`config.mk`:
```
export PLATFORM = sky130hd
export DESIGN_NAME = sargantana_icache_ifill
export DESIGN_NICKNAME = d
export VERILOG_FILES = /design/src/rtl/sargantana_icache_pkg.sv /design/src/rtl/sargantana_icache_ifill.sv
export SDC_FILE = /design/constraint.sdc
export NUM_CORES = 1
export LEC_CHECK = 0
export CAP_MARGIN = 10
export CORE_AREA = 5 5 296 298
export CTS_CLUSTER_DIAMETER = 150
export DETAILED_ROUTE_END_ITERATION = 8
export DIE_AREA = 0 0 301 303
export GPL_TIMING_DRIVEN = 0
export PLACE_DENSITY = 0.55
export SETUP_SLACK_MARGIN = 0.5
export SLEW_MARGIN = 20
export SYNTH_ARGS = -nofsm -noshare
export SYNTH_HDL_FRONTEND = slang
export SYNTH_SLANG_ARGS = --single-unit
```
`constraint.sdc`:
```
create_clock -name clk_i -period 2.3 [get_ports clk_i]
set_input_delay 0.345 -clock clk_i [delete_from_list [all_inputs] [get_ports clk_i]]
set_output_delay 0.345 -clock clk_i [all_outputs]
set_load 0.005 [all_outputs]
```
`src/rtl/sargantana_icache_pkg.sv`:
```
// Shared types and default sizes for the Sargantana instruction-cache fill path.
//   PADDR_W        : physical address width
//   ICACHE_LINE_W  : cache line width in bits
//   ICACHE_BEAT_W  : width of one response beat from the upper level
//   ICACHE_N_BEATS : beats per line
//   ifill_state_t  : fill FSM states
package sargantana_icache_pkg;

    localparam int unsigned PADDR_W        = 40;
    localparam int unsigned ICACHE_LINE_W  = 512;
    localparam int unsigned ICACHE_BEAT_W  = 128;
    localparam int unsigned ICACHE_N_BEATS = ICACHE_LINE_W / ICACHE_BEAT_W;

    typedef enum logic [1:0] {
        IDLE  = 2'd0,  // waiting for a miss
        REQ   = 2'd1,  // request presented to the upper level, waiting for ready
        RESP  = 2'd2,  // collecting beats into the line register
        DRAIN = 2'd3   // fill was killed; swallow remaining beats silently
    } ifill_state_t;

endpackage

```
`src/rtl/sargantana_icache_ifill.sv`:
```
// Instruction-cache line fill engine.
// Accepts a miss from the icache controller, issues one line-aligned request
// to the upper level, assembles N_BEATS response beats into a full line and
// pulses the line out for one cycle. A kill from the core at any point turns
// the fill into a silent drain of the beats still owed by the upper level.
//
// Ports:
//   clk_i, rstn_i          clock, asynchronous active-low reset
//   ifill_req_valid_i      miss request (only honoured in IDLE)
//   paddr_i                miss physical address
//   kill_i                 flush / kill from the core
//   l2_req_valid_o/_ready_i/_paddr_o   request channel to the upper level
//   l2_resp_valid_i/_data_i            response beats, ascending order
//   ifill_resp_valid_o     data-array write enable (one-cycle pulse)
//   valid_ifill_resp_o     line complete, controller may replay
//   ifill_sent_ack_o       a request is outstanding
//   ifill_line_o           assembled line
//   ifill_paddr_o          line-aligned address of ifill_line_o
module sargantana_icache_ifill #(
    parameter int unsigned PADDR_W = sargantana_icache_pkg::PADDR_W,
    parameter int unsigned LINE_W  = sargantana_icache_pkg::ICACHE_LINE_W,
    parameter int unsigned BEAT_W  = sargantana_icache_pkg::ICACHE_BEAT_W,
    parameter int unsigned N_BEATS = LINE_W / BEAT_W
) (
    input  logic               clk_i,
    input  logic               rstn_i,
    input  logic               ifill_req_valid_i,
    input  logic [PADDR_W-1:0] paddr_i,
    input  logic               kill_i,
    output logic               l2_req_valid_o,
    input  logic               l2_req_ready_i,
    output logic [PADDR_W-1:0] l2_req_paddr_o,
    input  logic               l2_resp_valid_i,
    input  logic [BEAT_W-1:0]  l2_resp_data_i,
    output logic               ifill_resp_valid_o,
    output logic               valid_ifill_resp_o,
    output logic               ifill_sent_ack_o,
    output logic [LINE_W-1:0]  ifill_line_o,
    output logic [PADDR_W-1:0] ifill_paddr_o
);
    import sargantana_icache_pkg::*;

    // Byte-offset bits inside a line; cleared when the address is latched.
    localparam int unsigned     OFF_W     = $clog2(LINE_W / 8);
    localparam int unsigned     CNT_W     = (N_BEATS > 1) ? $clog2(N_BEATS) : 1;
    localparam logic [CNT_W-1:0] LAST_BEAT = CNT_W'(N_BEATS - 1);

    ifill_state_t        state_q, state_d;
    logic [PADDR_W-1:0]  addr_q, addr_d;
    logic [CNT_W-1:0]    cnt_q, cnt_d;
    logic                killed_q, killed_d;
    logic                pulse_q, pulse_d;
    logic [LINE_W-1:0]   line_q;
    logic                beat_we;
    logic                last_beat;

    // Offset bits never reach the upper level.
    logic unused_paddr_bits;
    assign unused_paddr_bits = ^paddr_i[OFF_W-1:0];

    assign last_beat = l2_resp_valid_i && (cnt_q == LAST_BEAT);

    always_comb begin
        state_d  = state_q;
        addr_d   = addr_q;
        cnt_d    = cnt_q;
        killed_d = killed_q;
        pulse_d  = 1'b0;
        beat_we  = 1'b0;
        unique case (state_q)
            IDLE: begin
                if (ifill_req_valid_i && !kill_i) begin
                    addr_d   = {paddr_i[PADDR_W-1:OFF_W], {OFF_W{1'b0}}};
                    cnt_d    = '0;
                    killed_d = 1'b0;
                    state_d  = REQ;
                end
            end
            REQ: begin
                // The request cannot be withdrawn, so a kill here only marks
                // the response for draining once the handshake completes.
                if (l2_req_ready_i) begin
                    state_d = (killed_q || kill_i) ? DRAIN : RESP;
                end else if (kill_i) begin
                    killed_d = 1'b1;
                end
            end
            RESP: begin
                if (l2_resp_valid_i) begin
                    beat_we = 1'b1;
                    cnt_d   = cnt_q + CNT_W'(1);
                end
                if (last_beat) begin
                    cnt_d   = '0;
                    state_d = IDLE;
                    pulse_d = !kill_i;
                end else if (kill_i) begin
                    state_d = DRAIN;
                end
            end
            DRAIN: begin
                if (l2_resp_valid_i) begin
                    cnt_d = cnt_q + CNT_W'(1);
                end
                if (last_beat) begin
                    cnt_d   = '0;
                    state_d = IDLE;
                end
            end
            default: state_d = IDLE;
        endcase
    end

    always_ff @(posedge clk_i or negedge rstn_i) begin
        if (!rstn_i) begin
            state_q  <= IDLE;
            addr_q   <= '0;
            cnt_q    <= '0;
            killed_q <= 1'b0;
            pulse_q  <= 1'b0;
        end else begin
            state_q  <= state_d;
            addr_q   <= addr_d;
            cnt_q    <= cnt_d;
            killed_q <= killed_d;
            pulse_q  <= pulse_d;
        end
    end

    // Beats land in ascending slices of the line; drained beats are dropped
    // so the last good line stays visible.
    always_ff @(posedge clk_i or negedge rstn_i) begin
        if (!rstn_i) begin
            line_q <= '0;
        end else if (beat_we) begin
            line_q[cnt_q*BEAT_W +: BEAT_W] <= l2_resp_data_i;
        end
    end

    assign l2_req_valid_o     = (state_q == REQ);
    assign l2_req_paddr_o     = addr_q;
    assign ifill_sent_ack_o   = (state_q != IDLE);
    assign ifill_resp_valid_o = pulse_q;
    assign valid_ifill_resp_o = pulse_q;
    assign ifill_line_o       = line_q;
    assign ifill_paddr_o      = addr_q;

endmodule

```
### After elaboration in Yosys (flattened, before gate mapping)

Cells that the tools add are included.

| cells by class | value |
|---|---|
| add/subtract/negate cells | 2 |
| eq/ne operators | 11 |
| shift operators | 2 |
| mux-type cells | 20 |
| reductions and logical operators | 13 |

Operator list:

| operator | count |
|---|---|
| 512-bit bitwise mux | 1 |
| 128-bit by 34-bit variable shift with 512-bit output, first input constant | 1 |
| 128-bit by 34-bit indexed part select with 512-bit output | 1 |
| 9-bit negation with 34-bit output | 1 |
| 2-bit 2-to-1 mux | 8 |
| 1-bit 2-to-1 mux | 8 |
| 2-bit != test, second input constant | 4 |
| 2-bit one-hot mux with 4 select lines | 1 |
| 4-bit AND reduction | 2 |
| 2-bit equality test, second input constant | 3 |
| 2-bit nonzero test | 3 |
| 2-bit one-hot mux with 2 select lines | 1 |
| 3-bit by 1-bit != test with 1-bit output, second input constant | 1 |
| 3-bit != test, second input constant | 1 |
| 3-bit AND reduction | 1 |
| 2-bit by 1-bit adder with 2-bit output, second input constant | 1 |
| 2-bit by 1-bit equality test with 1-bit output, second input constant | 1 |
| 1-bit logical AND | 2 |
| 2-bit zero test | 1 |
| 2-bit by 1-bit != test with 1-bit output, second input constant | 1 |
| 1-bit one-hot mux with 2 select lines | 1 |
| 2-bit AND reduction | 1 |
| 2-bit OR reduction | 1 |
| 1-bit zero test | 1 |
| 1-bit logical OR | 1 |

| word-level totals | value |
|---|---|
| register bits after elaboration | 552 |
| output and inout bits | 596 |
| logic and storage cells | 54 |

### Longest topological paths before layout

Gate-level depths: netlist (run 1).

| logic depth | value |
|---|---|
| depth after elaboration | 4 |
| gate-level depth with buffers | 9 |
| depth with buffers taken out | 5 |

### Worst setup path after synthesis (run 1)

OpenSTA, ideal clock, no wires.

| timing path | value |
|---|---|
| kind | reg2reg |
| start | register cnt_q[0] |
| end | register line_q[402], in the netlist ifill_line_o[402] |
| setup time | 0.065 ns |
| data arrival time | 1.870 ns |
| required time | 2.235 ns |
| setup slack | 0.365 ns |
| cell stages (with the launch flop) | 8 |
| path buffers | 2 |
| period minus slack after synthesis | 1.935 ns |
| path through | dfrtp_1 -> inv_1 -> ha_1 -> nand4bb_1 -> nor3_1 -> buf_2 -> buf_2 -> a22o_1 |

| between the ends | value |
|---|---|
| word-level cells in the longest chain between the ends | 3 |
| elaborated cells between the ends (all ways) | 4 |
| those cells by class | add/sub: 1; shift: 2; mux: 1 |

RTL lines:

| item | RTL line | RTL |
|---|---|---|
| start: declaration | sargantana_icache_ifill.sv:50 | `logic [CNT_W-1:0] cnt_q, cnt_d;` |
| start signal: assignment | sargantana_icache_ifill.sv:124 | `cnt_q <= cnt_d;` |
| 9-bit negation with 34-bit output * | sargantana_icache_ifill.sv:136 | `line_q[cnt_q*BEAT_W +: BEAT_W] <= l2_resp_data_i;` |
| 128-bit by 34-bit indexed part select with 512-bit output or 128-bit by 34-bit variable shift with 512-bit output (tied branches) | sargantana_icache_ifill.sv:136 |  |
| 512-bit bitwise mux * | sargantana_icache_ifill.sv:136 |  |
| end signal: indexed assignment | sargantana_icache_ifill.sv:136 |  |
| end: declaration | sargantana_icache_ifill.sv:53 | `logic [LINE_W-1:0] line_q;` |

Mark *: on every way between the ends. The rest lies on a longest branch, timed or not.
A chain may end at the register's enable or synchronous reset.

### Worst setup path after layout (run 1)

| timing path | value |
|---|---|
| start | register cnt_q[1] |
| end | register line_q[458], in the netlist ifill_line_o[458] |

The elaborated chain is that of the path after synthesis.

==> insert_results.sql, run 1 <==
INSERT INTO impl_metrics (metric_group, metric, value, unit) VALUES
('finish', 'post_route_cells_drive_above_1_share', '0.260', ''),
('grt', 'grt_start_max_net_pins', '99', ''),
('cts', 'cts_buffer_depth', '3', ''),
('cts', 'htree_depth', '3', ''),
('sta', 'worstMarginPinSlew', '0.673', 'ns'),
('cts', 'worstSkewPairLatency', '0.61', 'ns'),
('grt', 'first_pass_grt_wire_length', '133', 'mm'),
('cts', 'tritoncts.num_buffers', '66', ''),
('synthesis', 'ys_dominant_reg_cell', 'sky130_fd_sc_hd__dfrtp_1', ''),
('place', 'place.detailed.hpwl', '70.3', 'mm'),
('synthesis', 'fraction_of_the_mapped_netlist_area_in_compound_gates', '0.199', ''),
('setup_path', 'cp_data_required_time', '2.85', 'ns'),
('setup_path', 'critPathKind', 'flip-flop to flip-flop', ''),
('outcome', 'status', 'finished with violations', ''),
('synthesis', 'synthesis.instances', '1572', ''),
('setup_path', 'cp-start-kind', 'flip-flop', ''),
('synthesis', 'main_combinational_cell_family_by_area_after_synthesis', 'compound AO/OA/AOI/OAI gates', ''),
('sta', 'final.setup_skew', '0.0207', 'ns'),
('pwr', 'total_power', '0.0419', 'W'),
('place', 'gp_congestion', '0.863', ''),
('place', 'post-place-ws', '-1.18', 'ns'),
('finish', 'final.fill_count', '7660', ''),
('grt', 'first_global_vias', '18100', ''),
('place', 'place_inst', '3486', ''),
('synthesis', 'yosys.area_share.simple', '0.0562', ''),
('sta', 'grt_setup_unrepaired', 'yes', ''),
('sta', 'hold_viol', '89', ''),
('drt', 'routed_wire_length_per_instance', '27.1', 'um'),
('synthesis', 'muxShareOfSynthArea', '0.0188', ''),
('setup_path', 'crit_fanout', '8', ''),
('sta', 'setup_viol', '0', ''),
('pwr', 'vdd_ir_drop_max', '0.669', 'mV'),
('grt', 'globalRouteTotalUtil', '0.199', ''),
('outcome', 'failed_checks', 'negative hold slack', ''),
('synthesis', 'yosys.cell_count.top_type', 'sky130_fd_sc_hd__dfrtp_1', ''),
('setup_path', 'timing.critical_path.to_type', 'flip-flop', ''),
('finish', 'growth_of_design_area_from_synthesis_to_finish', '84.6', '%'),
('sta', 'finalCritPeriodShare', '0.888', ''),
('synthesis', 'netlist_area', '20400', 'sq um'),
('synthesis', 'sequential_element_share_of_the_synthesized_area', '0.677', ''),
('sta', 'postLayoutSetupSlackWorst', '0.258', 'ns'),
('drt', 'initialDrtViolationCount', '832', ''),
('finish', 'final-instance-count-excl-fill', '3777', ''),
('synthesis', 'synth.ff_latch_count', '552', ''),
('drt', 'post_drt_via_cell_ratio', '4.74', ''),
('synthesis', 'synth-warning-count', '0', ''),
('drt', 'routed-via-count', '17900', ''),
('synthesis', 'synth_adder_area_share', '0.00307', ''),
('sta', 'report.final.slew_viol_count', '0', ''),
('cts', 'path_clk_slew', '0.06', 'ns'),
('pwr', 'power-per-cell-area', '1110', 'nW/um^2'),
('synthesis', 'top_area_cells_in_the_synthesized_netlist', 'sky130_fd_sc_hd__dfrtp_1, sky130_fd_sc_hd__a22o_1, sky130_fd_sc_hd__nand2_1', ''),
('setup_path', 'worst-endpoint-arrival', '2.59', 'ns'),
('drt', 'drc_errors_left', '0', ''),
('grt', 'antenna_found_initial', '9', ''),
('cts', 'tritoncts_clock_tree', 'built', ''),
('run', 'drv.max_cap_violation_count', '0', ''),
('sta', 'timing.slew.headroom', '0.550', ''),
('finish', 'final_net_count', '2766', ''),
('drt', 'postRouteAntennaNets', '0', ''),
('synthesis', 'number_of_synthesized_flops_with_an_enable_pin', '0', ''),
('synthesis', 'synthesis.area_per_instance', '13.0', 'sq um'),
('die', 'dieArea', '91200', 'sq um'),
('place', 'numPortBuffers', '751', ''),
('sta', 'min_hold_slack', '-0.333', 'ns'),
('grt', 'global_route.overflow_total', '0', ''),
('die', 'floorplan.initialDensity', '0.241', ''),
('synthesis', 'yosysTopAreaCell', 'sky130_fd_sc_hd__dfrtp_1', ''),
('setup_path', 'worst_r2r_path_cells', '9', ''),
('pwr', 'total_leakage_power', '26.1', 'nW'),
('synthesis', 'asyncSetResetFlopFracSynth', '1.00', '');
==> what timing repair did <==
item	in CTS	in global routing
gates resized for setup	196	1233
setup endpoints to repair	1127	1203
pin swaps	20	77
hold endpoints to repair	89	89
cloned	4	42
setup buffers	18	113
==> where the power goes <==
group,switching (W),internal (W)
logic,0.00651,0.00946
clock network,0.00443,0.00677
registers,0.00198,0.0127
total,0.0129,0.0289
==> critical path, cell delays in order, from the launching register on <==
cell and delay (ns):
sky130_fd_sc_hd__dfrtp_2 0.46, sky130_fd_sc_hd__inv_4 0.11, sky130_fd_sc_hd__ha_4 0.22, sky130_fd_sc_hd__nand4bb_4 0.23, sky130_fd_sc_hd__nor3_4 0.25, sky130_fd_sc_hd__buf_6 0.15, sky130_fd_sc_hd__buf_12 0.16, sky130_fd_sc_hd__buf_12 0.13
sky130_fd_sc_hd__clkbuf_16 0.14, sky130_fd_sc_hd__a22o_1 0.11
==> logic make-up (layout without fill, tap and decap cells) <==
kind of cell	count (synthesis)	count (layout)
multiplexers	34	34
adder cells (fa/ha/maj)	5	5
other	1	14
AND/OR/NAND/NOR	279	279
buffers and inverters	182	1230
flip-flops	552	552
AO/OA/AOI/OAI	519	519
==> layout make-up <==
type,instances,area [sq um],share of cell area
Buffer,177,2060,0.0547
Sequential cell,552,13800,0.367
Multi-Input combinational cell,849,6530,0.173
Clock buffer,85,1850,0.0492
Inverter,5,23.8,0.000631
Antenna cell,2,5.00,0.000133
Timing Repair Buffer,936,11500,0.305
Clock inverter,27,463,0.0123
Tap cell,1144,1430,0.0380
==> stage by stage <==
step | instance area, sq um | utilization | TNS [ns]
CTS | 32700 | 0.386 | 0
detailed placement | 29600 | 0.350 | -280.34
global route | 37700 | 0.445 | 0
global placement | 29400 | 0.348 | -
floorplan | 20500 | - | 0
finish | 37700 | 0.445 | 0
==> cells in the final DEF, fill, tap and decap left out, types with 15 or more instances in the layout <==
| cell | count |
|---|---|
| sky130_fd_sc_hd__clkdlybuf4s50_1 | 166 |
| sky130_fd_sc_hd__clkbuf_16 | 109 |
| sky130_fd_sc_hd__dlymetal6s2s_1 | 578 |
| sky130_fd_sc_hd__buf_12 | 48 |
| sky130_fd_sc_hd__clkbuf_2 | 16 |
| sky130_fd_sc_hd__mux2_2 | 34 |
| sky130_fd_sc_hd__o21ai_2 | 65 |
| sky130_fd_sc_hd__o21ai_1 | 59 |
| sky130_fd_sc_hd__nand2_4 | 45 |
| sky130_fd_sc_hd__buf_8 | 30 |
| sky130_fd_sc_hd__buf_6 | 42 |
| sky130_fd_sc_hd__nand2_1 | 166 |
| sky130_fd_sc_hd__nand2_2 | 48 |
| sky130_fd_sc_hd__buf_4 | 154 |
| sky130_fd_sc_hd__dfrtp_1 | 544 |
| sky130_fd_sc_hd__clkbuf_8 | 15 |
| sky130_fd_sc_hd__a22o_1 | 385 |
==> flip-flops by register name, indices dropped and copies added, names as in the netlist <==
name / count
ifill_line_o: 512
ifill_paddr_o: 34
cnt_q: 2
state_q: 2
ifill_resp_valid_o: 1
killed_q: 1
==> per-layer routing <==
| metal | global-route usage | vias to the layer above | part of all wire |
|---|---|---|---|
| met1 | 0.238 | 9329 | 0.40 |
| li1 | - | 7695 | - |
| met2 | 0.337 | 696 | 0.49 |
| met3 | 0.0672 | 164 | 0.077 |
| met5 | 0 | - | 0.00027 |
| met4 | 0.0684 | 4 | 0.033 |
==> final timing paths <==
path                                        from           endpoint  slack (ns)
worst min register to register  ifill_line_o[60]   ifill_line_o[60]        0.48
worst max-delay path                    cnt_q[1]  ifill_line_o[458]        0.26
worst min-delay path                      rstn_i  ifill_line_o[380]       -0.33
worst max register to register          cnt_q[1]  ifill_line_o[458]        0.26
min in group clk_i                   paddr_i[29]  ifill_paddr_o[29]        0.36
max in group asynchronous                 rstn_i  ifill_line_o[105]        0.95
No activity file was read; power rests on OpenSTA's default activity.
==> run 2: changes to the inputs <==
MAX_ROUTING_LAYER = met4   (was default)
==> insert_results.sql, run 2 (synthesized netlist as in run 1, its figures left out) <==
INSERT INTO impl_metrics (metric_group, metric, value, unit) VALUES
('finish', 'number_of_flip_flops_in_the_largest_register', '512', ''),
('die', 'die_y', '303', 'um'),
('sta', 'timing.setup.tns', '0', 'ns'),
('finish', 'growth_of_design_area_from_synthesis_to_finish', '86.6', '%'),
('outcome', 'status', 'finished with violations', ''),
('drt', 'routed_wire_length_per_instance', '27.2', 'um'),
('cts', 'clk_root_buffer_cell', 'sky130_fd_sc_hd__clkbuf_16', ''),
('setup_path', 'critPathKind', 'flip-flop to flip-flop', ''),
('drt', 'post_drt_via_cell_ratio', '4.71', ''),
('pwr', 'seqPwrFrac', '0.351', ''),
('pwr', 'cell_internal_pwr', '0.0291', 'W'),
('pwr', 'power.clock.fraction', '0.266', ''),
('drt', 'wl_met1', '41.1', 'mm'),
('pwr', 'power.share.combinational', '0.384', ''),
('die', 'design.core.area', '84600', 'sq um'),
('finish', 'most_common_cell_after_layout_fill_and_taps_aside', 'sky130_fd_sc_hd__dlymetal6s2s_1', ''),
('grt', 'globalRouteTotalUtil', '0.205', ''),
('grt', 'first_global_vias', '17900', ''),
('sta', 'finalCritPeriodShare', '0.871', ''),
('die', 'io_pins', '770', ''),
('sta', 'report.final.slew_viol_count', '0', ''),
('sta', 'hold_viol', '86', ''),
('die', 'dieWidth', '301', 'um'),
('cts', 'htree_depth', '3', ''),
('finish', 'final_core_utilization', '0.450', ''),
('finish', 'final_net_count', '2782', ''),
('setup_path', 'cp-start-kind', 'flip-flop', ''),
('place', 'dpl-instance-area', '29600', 'sq um'),
('cts', 'tritoncts_clock_tree', 'built', ''),
('cts', 'cts_buffer_depth', '3', ''),
('setup_path', 'crit_fanout', '7', ''),
('drt', 'route.met2.wl', '51.7', 'mm'),
('sta', 'setup_viol', '0', ''),
('pwr', 'total_power', '0.0421', 'W'),
('run', 'drv.max_cap_violation_count', '0', ''),
('place', 'numPortBuffers', '751', ''),
('setup_path', 'worst-endpoint-arrival', '2.54', 'ns'),
('setup_path', 'cp_data_required_time', '2.84', 'ns'),
('pwr', 'netSwitchingPower', '0.0129', 'W'),
('grt', 'grt_start_max_net_pins', '103', ''),
('cts', 'worstSkewPairLatency', '0.60', 'ns'),
('place', 'place.detailed.hpwl', '70.2', 'mm'),
('drt', 'routed_wirelength', '103', 'mm'),
('grt', 'global_route.overflow_total', '0', ''),
('drt', 'firstDrtPassIters', '5', ''),
('sta', 'worstMarginPinSlew', '0.657', 'ns'),
('finish', 'mostFrequentLayoutCells', 'sky130_fd_sc_hd__dlymetal6s2s_1, sky130_fd_sc_hd__dfrtp_1, sky130_fd_sc_hd__a22o_1, sky130_fd_sc_hd__buf_4, sky130_fd_sc_hd__clkdlybuf4s50_1', ''),
('sta', 'final.min_clock_period', '2.00', 'ns'),
('sta', 'grt_setup_unrepaired', 'yes', ''),
('place', 'gp_congestion', '0.881', ''),
('drt', 'initialDrtViolationCount', '980', ''),
('grt', 'first_pass_grt_wire_length', '133', 'mm'),
('grt', 'antenna_found_initial', '9', ''),
('sta', 'timing.slew.headroom', '0.561', ''),
('die', 'dieArea', '91200', 'sq um'),
('drt', 'route.met3.wl', '7.76', 'mm'),
('min_path', 'hp-class', 'primary input to asynchronous set/reset pin', ''),
('outcome', 'failed_checks', 'negative hold slack', ''),
('finish', 'post_route_cells_drive_above_1_share', '0.274', ''),
('drt', 'postRouteAntennaNets', '0', ''),
('sta', 'final.setup_skew', '0.0285', 'ns'),
('pwr', 'power-per-cell-area', '1100', 'nW/um^2'),
('cts', 'tritoncts.num_buffers', '66', ''),
('setup_path', 'timing.critical_path.to_type', 'flip-flop', ''),
('cts', 'cts.sink_count', '552', ''),
('pwr', 'total_leakage_power', '26.3', 'nW'),
('pwr', 'vdd_ir_drop_max', '0.610', 'mV'),
('drt', 'drc_errors_left', '0', ''),
('drt', 'maxUsedRoutingLayer', 'met4', ''),
('finish', 'final.fill_count', '7628', ''),
('cts', 'path_clk_slew', '0.06', 'ns'),
('drt', 'routed-via-count', '17900', ''),
('sta', 'min_hold_slack', '-0.307', 'ns'),
('die', 'placement_rows', '107', ''),
('sta', 'clock.fmax', '499', 'MHz'),
('pwr', 'power.switching_fraction', '0.307', ''),
('finish', 'layout.cell_area.non_filler', '38100', 'sq um'),
('die', 'floorplan.initialDensity', '0.241', '');
run 2: cell count changes in the layout (fill, tap and decap cells not counted), moves of 5 or more:
cell / change
sky130_fd_sc_hd__buf_12: +7
sky130_fd_sc_hd__buf_2: +16
sky130_fd_sc_hd__buf_4: +15
sky130_fd_sc_hd__buf_6: -8
sky130_fd_sc_hd__buf_8: -5
sky130_fd_sc_hd__clkbuf_16: +5
sky130_fd_sc_hd__clkbuf_2: -5
sky130_fd_sc_hd__diode_2: +5
sky130_fd_sc_hd__nand2_1: -22
sky130_fd_sc_hd__nand2_2: +6
sky130_fd_sc_hd__nand2_4: +16
run 2: metal layers:
metal  track usage  vias to the layer above
li1              -                     7752
met1         0.247                     9324
met2         0.335                      684
met3        0.0620                      151
met4        0.0613                        0
met5             -                        -
run 2: worst paths after layout:
| kind | cells past startpoint | to | slack (ns) | from |
|---|---|---|---|---|
| setup / recovery | 9 | ifill_line_o[394] | 0.30 | cnt_q[0] |
| hold / removal | 1 | ifill_line_o[108] | -0.31 | rstn_i |
| setup reg to reg | 9 | ifill_line_o[394] | 0.30 | cnt_q[0] |
| hold reg to reg | 2 | ifill_line_o[88] | 0.47 | ifill_line_o[88] |
| max in group asynchronous | 4 | ifill_paddr_o[17] | 0.87 | rstn_i |
| min in group clk_i | 2 | ifill_paddr_o[30] | 0.36 | paddr_i[30] |
run 2: power groups by stage:
| stage | Sequential [W] | Clock, W | Combinational [W] |
|---|---|---|---|
| after global placement | 0.0148 | 0 | 0.0136 |
| after global routing | 0.0151 | 0.0118 | 0.0172 |
| after floorplan | 0.0147 | 0 | 0.00395 |
| final | 0.0147 | 0.0112 | 0.0161 |
| after CTS | 0.0147 | 0.0114 | 0.0145 |
| after detailed placement | 0.0148 | 0 | 0.0137 |
run 2: timing repair:
action	in CTS	in global routing
endpoints found under the setup margin	1126	1214
buffers inserted	17	125
gates cloned	7	45
pin swaps	21	102
endpoints found under the hold margin	86	86
resized for setup	220	1247
run 2: layout make-up:
| type | instances | area, sq um | area share |
|---|---|---|---|
| multi-input combinational | 849 | 6670 | 0.175 |
| tap | 1144 | 1430 | 0.0376 |
| antenna | 7 | 17.5 | 0.000460 |
| sequential | 552 | 13800 | 0.363 |
| buffer | 177 | 2020 | 0.0530 |
| inverter | 5 | 23.8 | 0.000624 |
| clock inverter | 21 | 342 | 0.00897 |
| clock buffer | 96 | 1990 | 0.0522 |
| timing repair buffer | 952 | 11800 | 0.309 |
run 2: worst max-delay path, stage by stage (launching register included):
cell and delay (ns):
sky130_fd_sc_hd__dfrtp_2 0.45, sky130_fd_sc_hd__inv_4 0.10, sky130_fd_sc_hd__ha_4 0.21, sky130_fd_sc_hd__nand4bb_4 0.24
sky130_fd_sc_hd__nor3_4 0.28, sky130_fd_sc_hd__buf_6 0.15, sky130_fd_sc_hd__buf_12 0.16, sky130_fd_sc_hd__buf_12 0.12
sky130_fd_sc_hd__clkbuf_16 0.13, sky130_fd_sc_hd__a22o_1 0.12
run 2: metrics by stage:
| step | worst slack [ns] | instances |
|---|---|---|
| CTS | 0.257 | 3626 |
| floorplan | 0.487 | 1583 |
| global route | 0.201 | 3801 |
| finish | 0.296 | 3803 |
| global placement | -25.74 | 3478 |
| detailed placement | -1.09 | 3485 |
